$ cat config.mk
export PLATFORM = sky130hd
export DESIGN_NAME = mpu_axis_capture
export DESIGN_NICKNAME = d
export VERILOG_FILES = /design/src/rtl/mpu_pkg.sv /design/src/rtl/mpu_hyst_cmp.sv /design/src/rtl/mpu_axis_capture.sv
export SDC_FILE = /design/constraint.sdc
export NUM_CORES = 1
export LEC_CHECK = 0
export ABC_AREA = 0
export CAP_MARGIN = 20
export CELL_PAD_IN_SITES_DETAIL_PLACEMENT = 1
export CELL_PAD_IN_SITES_GLOBAL_PLACEMENT = 2
export CORE_MARGIN = 2
export CORE_UTILIZATION = 39
export CTS_BUF_LIST = sky130_fd_sc_hd__clkbuf_4 sky130_fd_sc_hd__clkbuf_8
export DETAILED_ROUTE_END_ITERATION = 8
export PLACE_DENSITY_LB_ADDON = 0.1
export SLEW_MARGIN = 20
export SYNTH_ARGS = -nofsm -noshare
export SYNTH_HDL_FRONTEND = slang
export SYNTH_SLANG_ARGS = --single-unit
export TNS_END_PERCENT = 100
$ cat constraint.sdc
create_clock -name i_mclk -period 5.6 [get_ports i_mclk]
set_clock_uncertainty 0.1 [all_clocks]
set_input_delay 1.12 -clock i_mclk [delete_from_list [all_inputs] [get_ports i_mclk]]
set_output_delay 1.12 -clock i_mclk [all_outputs]
set_load 0.05 [all_outputs]
$ cat src/rtl/mpu_pkg.sv
// Shared definitions for the MPU6050 capture stage: FSM encoding, register map, sample width.
package mpu_pkg;

  localparam int CH_W = 16;

  typedef enum logic [1:0] {
    COLLECT     = 2'd0,
    PUBLISH     = 2'd1,
    RESCAN_WAIT = 2'd2
  } state_t;

  localparam logic [3:0] ADR_X_H = 4'd0;
  localparam logic [3:0] ADR_X_L = 4'd1;
  localparam logic [3:0] ADR_Y_H = 4'd2;
  localparam logic [3:0] ADR_Y_L = 4'd3;
  localparam logic [3:0] ADR_Z_H = 4'd4;
  localparam logic [3:0] ADR_Z_L = 4'd5;

  // |s| widened to 17 bits; the most negative code saturates to 32767.
  function automatic logic [CH_W:0] sat_mag(input logic [CH_W-1:0] s);
    logic [CH_W-1:0] neg;
    neg = ~s + 16'd1;
    if (s == 16'h8000)
      sat_mag = 17'd32767;
    else if (s[CH_W-1])
      sat_mag = {1'b0, neg};
    else
      sat_mag = {1'b0, s};
  endfunction

endpackage

$ cat src/rtl/mpu_hyst_cmp.sv
// One channel's threshold LED with hysteresis plus its sign bit, both registered on publish.
module mpu_hyst_cmp
  import mpu_pkg::*;
#(
  parameter logic [CH_W-1:0] THRESH = 16'd8192,
  parameter logic [CH_W-1:0] HYST   = 16'd1024
) (
  input  logic            i_clk,
  input  logic            i_rst_n,
  input  logic            i_upd,
  input  logic [CH_W-1:0] i_sample,
  output logic            o_led,
  output logic            o_sign
);

  logic [CH_W:0] w_mag;
  logic [CH_W:0] w_on_lvl;
  logic [CH_W:0] w_off_lvl;
  logic          w_on;
  logic          w_off;
  logic          r_led;
  logic          r_sign;

  assign w_mag     = sat_mag(i_sample);
  assign w_on_lvl  = {1'b0, THRESH};
  assign w_off_lvl = {1'b0, THRESH} - {1'b0, HYST};
  assign w_on      = (w_mag >= w_on_lvl);
  assign w_off     = (w_mag < w_off_lvl);

  always_ff @(posedge i_clk or negedge i_rst_n) begin
    if (!i_rst_n) begin
      r_led  <= 1'b0;
      r_sign <= 1'b0;
    end else if (i_upd) begin
      if (w_on)
        r_led <= 1'b1;
      else if (w_off)
        r_led <= 1'b0;
      r_sign <= i_sample[CH_W-1];
    end
  end

  assign o_led  = r_led;
  assign o_sign = r_sign;

endmodule

$ cat src/rtl/mpu_axis_capture.sv
// Captures the sequencer byte stream into NUM_CH signed samples on a shared TIC strobe,
// publishes frames over valid/ready, and drives per-channel hysteresis LEDs.
module mpu_axis_capture
  import mpu_pkg::*;
#(
  parameter int              TIC_DIV = 161,
  parameter int              NUM_CH  = 3,
  parameter logic [CH_W-1:0] THRESH  = 16'd8192,
  parameter logic [CH_W-1:0] HYST    = 16'd1024
) (
  input  logic                     i_mclk,
  input  logic                     i_nrst,
  output logic                     o_tic,
  input  logic                     i_load,
  input  logic [3:0]               i_adr,
  input  logic [7:0]               i_data,
  input  logic                     i_completed,
  output logic                     o_rescan,
  output logic [CH_W*NUM_CH-1:0]   o_sample,
  output logic                     o_frame_valid,
  input  logic                     i_frame_ready,
  output logic [7:0]               o_frame_cnt,
  output logic                     o_overrun,
  input  logic                     i_clr_ovr,
  output logic [NUM_CH-1:0]        o_led,
  output logic [NUM_CH-1:0]        o_sign
);

  logic [15:0]              r_tic_cnt;
  logic                     w_tic;
  logic [CH_W*NUM_CH-1:0]   r_shadow;
  logic [CH_W*NUM_CH-1:0]   r_sample;
  state_t                   r_state;
  logic                     r_rescan;
  logic                     r_valid;
  logic [7:0]               r_cnt;
  logic                     r_ovr;
  logic                     w_pub_ok;

  assign w_tic = (r_tic_cnt == 16'(TIC_DIV - 1));

  always_ff @(posedge i_mclk or negedge i_nrst) begin
    if (!i_nrst)
      r_tic_cnt <= '0;
    else if (w_tic)
      r_tic_cnt <= '0;
    else
      r_tic_cnt <= r_tic_cnt + 16'd1;
  end

  // Even ADR is the high byte of channel ADR/2, odd ADR the low byte; out-of-range ADR matches nothing.
  always_ff @(posedge i_mclk or negedge i_nrst) begin
    if (!i_nrst) begin
      r_shadow <= '0;
    end else if (w_tic && i_load) begin
      for (int b = 0; b < 2*NUM_CH; b++) begin
        if (int'(i_adr) == b)
          r_shadow[CH_W*(b/2) + ((b % 2 == 0) ? 8 : 0) +: 8] <= i_data;
      end
    end
  end

  assign w_pub_ok = (r_state == PUBLISH) && (!r_valid || i_frame_ready);

  // A successful publish overrides the handshake clear; a drop overrides CLR_OVR.
  always_ff @(posedge i_mclk or negedge i_nrst) begin
    if (!i_nrst) begin
      r_state  <= COLLECT;
      r_rescan <= 1'b0;
      r_valid  <= 1'b0;
      r_sample <= '0;
      r_cnt    <= '0;
      r_ovr    <= 1'b0;
    end else begin
      if (r_valid && i_frame_ready)
        r_valid <= 1'b0;
      if (i_clr_ovr)
        r_ovr <= 1'b0;
      case (r_state)
        COLLECT: begin
          if (w_tic && i_completed)
            r_state <= PUBLISH;
        end
        PUBLISH: begin
          if (w_pub_ok) begin
            r_sample <= r_shadow;
            r_valid  <= 1'b1;
            r_cnt    <= r_cnt + 8'd1;
          end else begin
            r_ovr <= 1'b1;
          end
          r_state  <= RESCAN_WAIT;
          r_rescan <= 1'b1;
        end
        RESCAN_WAIT: begin
          if (w_tic) begin
            r_state  <= COLLECT;
            r_rescan <= 1'b0;
          end
        end
        default: begin
          r_state  <= COLLECT;
          r_rescan <= 1'b0;
        end
      endcase
    end
  end

  for (genvar g = 0; g < NUM_CH; g++) begin : g_ch
    mpu_hyst_cmp #(
      .THRESH (THRESH),
      .HYST   (HYST)
    ) u_cmp (
      .i_clk    (i_mclk),
      .i_rst_n  (i_nrst),
      .i_upd    (w_pub_ok),
      .i_sample (r_shadow[CH_W*g +: CH_W]),
      .o_led    (o_led[g]),
      .o_sign   (o_sign[g])
    );
  end

  assign o_tic         = w_tic;
  assign o_rescan      = r_rescan;
  assign o_sample      = r_sample;
  assign o_frame_valid = r_valid;
  assign o_frame_cnt   = r_cnt;
  assign o_overrun     = r_ovr;

endmodule

==> metrics <==
Data required, critical path 4380 ps; CTS Buf Count 17; # setup viols final 0; setup TNS 0 ps; Tot GR Track Use 19.1%; final hold violation count 0; worst relative slew slack 50.1%; vias in the first global route 4236; layout cells sized above 1 15.7%; synth top area cells dfrtp_1 (58%), nand2_1 (11%), mux2_2 (9.7%); crit-path cells inv_1 > ha_1 > nor3b_1 > and4_1 > clkdlybuf4s50_1; GP Congestion 0.747; max-slew violations 0; grt total ovfl 0; Max stage delay on crit path 870 ps; Critical Path Sink Type output port; final WL 13.0 mm; Tot Pwr 1.76 mW; Nets 627; EDFF count, synth 0; DR DRC count 0; Clk network pwr share 45.2%; P per Cell Area 254 nW/um^2; Final Instance Area 6940 um^2; Netlist cell types 48; Mapped Area 5560 um^2; most common cell after layout, fill and taps aside nand2_1; Starting Density 40.1%; Most used DFF post-synth dfrtp_1; pre-CTS WS 2240 ps; DP Cell Count 764; final setup margin 1780 ps; Final period util 68.2%; metal2 WL 6.42 mm; Setup CP Type reg2out; cell family with most CP delay buffers and inverters; postcts setup bufs 0; drt initial violations 105; row cnt 43; DP HPWL 9.22 mm; Port Buffer Count 83; Int Power 1.40 mW; Die Y 123 um; Buf/Inv on CP 2; CP Launch Type register; die area 15200 um^2; Reg clk slew, reported paths 60 ps; switch share 20.7%; status finished, final reports clean; Pre-Repair DR Iteration Count 4; fin crit period 3820 ps; area grow syn2layout 24.8%; Worst-Margin Slew 749 ps; H-tree depth 4; top sig layer met4; # IOs 84; post-CTS sizing 0; Async S/R FF share, synth 100%; initial antenna violation count 0; # fillers 1558; final std cells w/o fill 796; crit path DAT 2600 ps; Vias 4023; clock sinks 128; met1 wire length 5.95 mm; TritonCTS clock tree done; register area share after synthesis 57.6%; Max Cap Violations 0; Comb power frac 2.3%; Sequential Power Share 52.5%; met3 WL 437 um; Final Util 50.0%; pin count of the biggest net entering global routing 83; die width 123 um; syn avg cell area 10.7 um^2; synthesized instance count 522; Hold-fix buffers, CTS 0; Peak VDD IR 128 uV; Clock Path Buffers 2; unrepaired setup endpoints after global routing false; core outline area 13900 um^2; worst hold path type reg2reg; Switch Pwr 0.365 mW; Net Count, Synth 546; Ant. Diodes 0; Root Driver clkbuf_8; DP Area 6520 um^2; vias per cell 5.05; Lkg Pwr 3.40 nW; Slowest-stage cell, CP clkdlybuf4s50_1; worst-path maximum fanout 11; flops & latches, synth 128; Wirelength per Cell 16.4 um; first-pass GRT wire length 22.0 mm; Synth area leader dfrtp_1; top-area cell type share of the netlist area 57.6%; f_max 262 MHz; Worst Hold Slack 372 ps; Post-DRT Antenna Nets 0; most frequent cells in the layout nand2_1 (156), dfrtp_1 (128), clkdlybuf4s50_1 (82), mux2_2 (48), clkbuf_8 (25); Yosys warning count 0; Worst-Skew Late Latency 440 ps
[tightest hold or removal path: cells and delay by family, from the launching register on]
family | cells | cell delay, ps
flops | 1 | 340
simple gates | 2 | 100
[per-layer routing]
layer	vias to the layer above	track usage, %
met3	19	4.84
met5	-	0
met2	65	31.5
li1	1912	-
met4	0	7.03
met1	2027	24.4
[synth_stat cells, types with 3 or more instances]
| cell type | count |
|---|---|
| nor2b_1 | 3 |
| o21ai_0 | 9 |
| nor3b_1 | 3 |
| clkbuf_1 | 10 |
| o211ai_1 | 3 |
| xnor2_1 | 18 |
| or4_1 | 4 |
| nor3_1 | 3 |
| or3_1 | 4 |
| mux2_2 | 48 |
| dfrtp_1 | 128 |
| nand3_1 | 16 |
| and4_1 | 3 |
| xor2_1 | 4 |
| nor4_1 | 4 |
| or2_2 | 5 |
| and3_1 | 6 |
| inv_1 | 11 |
| buf_4 | 10 |
| nand4_1 | 6 |
| nand2b_1 | 5 |
| nand2_1 | 156 |
| nor2_1 | 21 |
| buf_1 | 5 |
| ha_1 | 6 |
[power by group through the flow]
| stage | combinational (mW) | clock, mW | sequential (mW) |
|---|---|---|---|
| 2_1_floorplan | 0.00164 | 0 | 0.942 |
| 3_3_place_gp | 0.0412 | 0 | 0.942 |
| 3_5_place_dp | 0.0423 | 0 | 0.942 |
| 4_1_cts | 0.0423 | 0.825 | 0.924 |
| 5_1_grt | 0.0453 | 0.874 | 0.923 |
| 6_report | 0.0406 | 0.796 | 0.925 |
[cell families after synthesis]
group                      share of synthesized area [%]
AOI/OAI and AO/OA                                   4.03
muxes                                               9.72
DFF                                                 57.6
xor gates and xnor gates                            3.46
buffers and inverters                               3.10
and+or+nand+nor                                     20.7
adders and majority gates                           1.35
[worst paths after layout]
path / start / to / slack (ps) / cells past startpoint
worst max register to register: r_tic_cnt[0]$_DFF_PN0_ / r_shadow[1]$_DFFE_PN0P_ / 2960 / 7
worst min register to register: o_sample[28]$_DFFE_PN0P_ / o_sample[28]$_DFFE_PN0P_ / 370 / 2
min in group asynchronous: i_nrst / o_sample[43]$_DFFE_PN0P_ / 630 / 1
worst min-delay path: o_sample[28]$_DFFE_PN0P_ / o_sample[28]$_DFFE_PN0P_ / 370 / 2
worst max-delay path: r_tic_cnt[0]$_DFF_PN0_ / o_tic / 1780 / 5
max in group asynchronous: i_nrst / r_shadow[25]$_DFFE_PN0P_ / 3690 / 2
[layout make-up]
cell class                      instances  area, um^2  area share (%)
Inverter                               11        41.3           0.595
Clock inverter                          4        45.0           0.649
Tap cell                              180         225            3.25
Sequential cell                       128        3200            46.2
Multi-Input combinational cell        358        2200            31.6
Clock buffer                           28         367            5.28
Timing Repair Buffer                   87         862            12.4
[registers in the layout, indices dropped and copies added (netlist names), 2 cells and up]
| register | flops |
|---|---|
| o_sample | 46 |
| o_frame_cnt | 8 |
| r_shadow | 48 |
| g_ch.u_cmp.o_sign | 2 |
| r_tic_cnt | 16 |
| r_state | 2 |
| g_ch.u_cmp.o_led | 3 |
(Power assumes the default switching activity.)
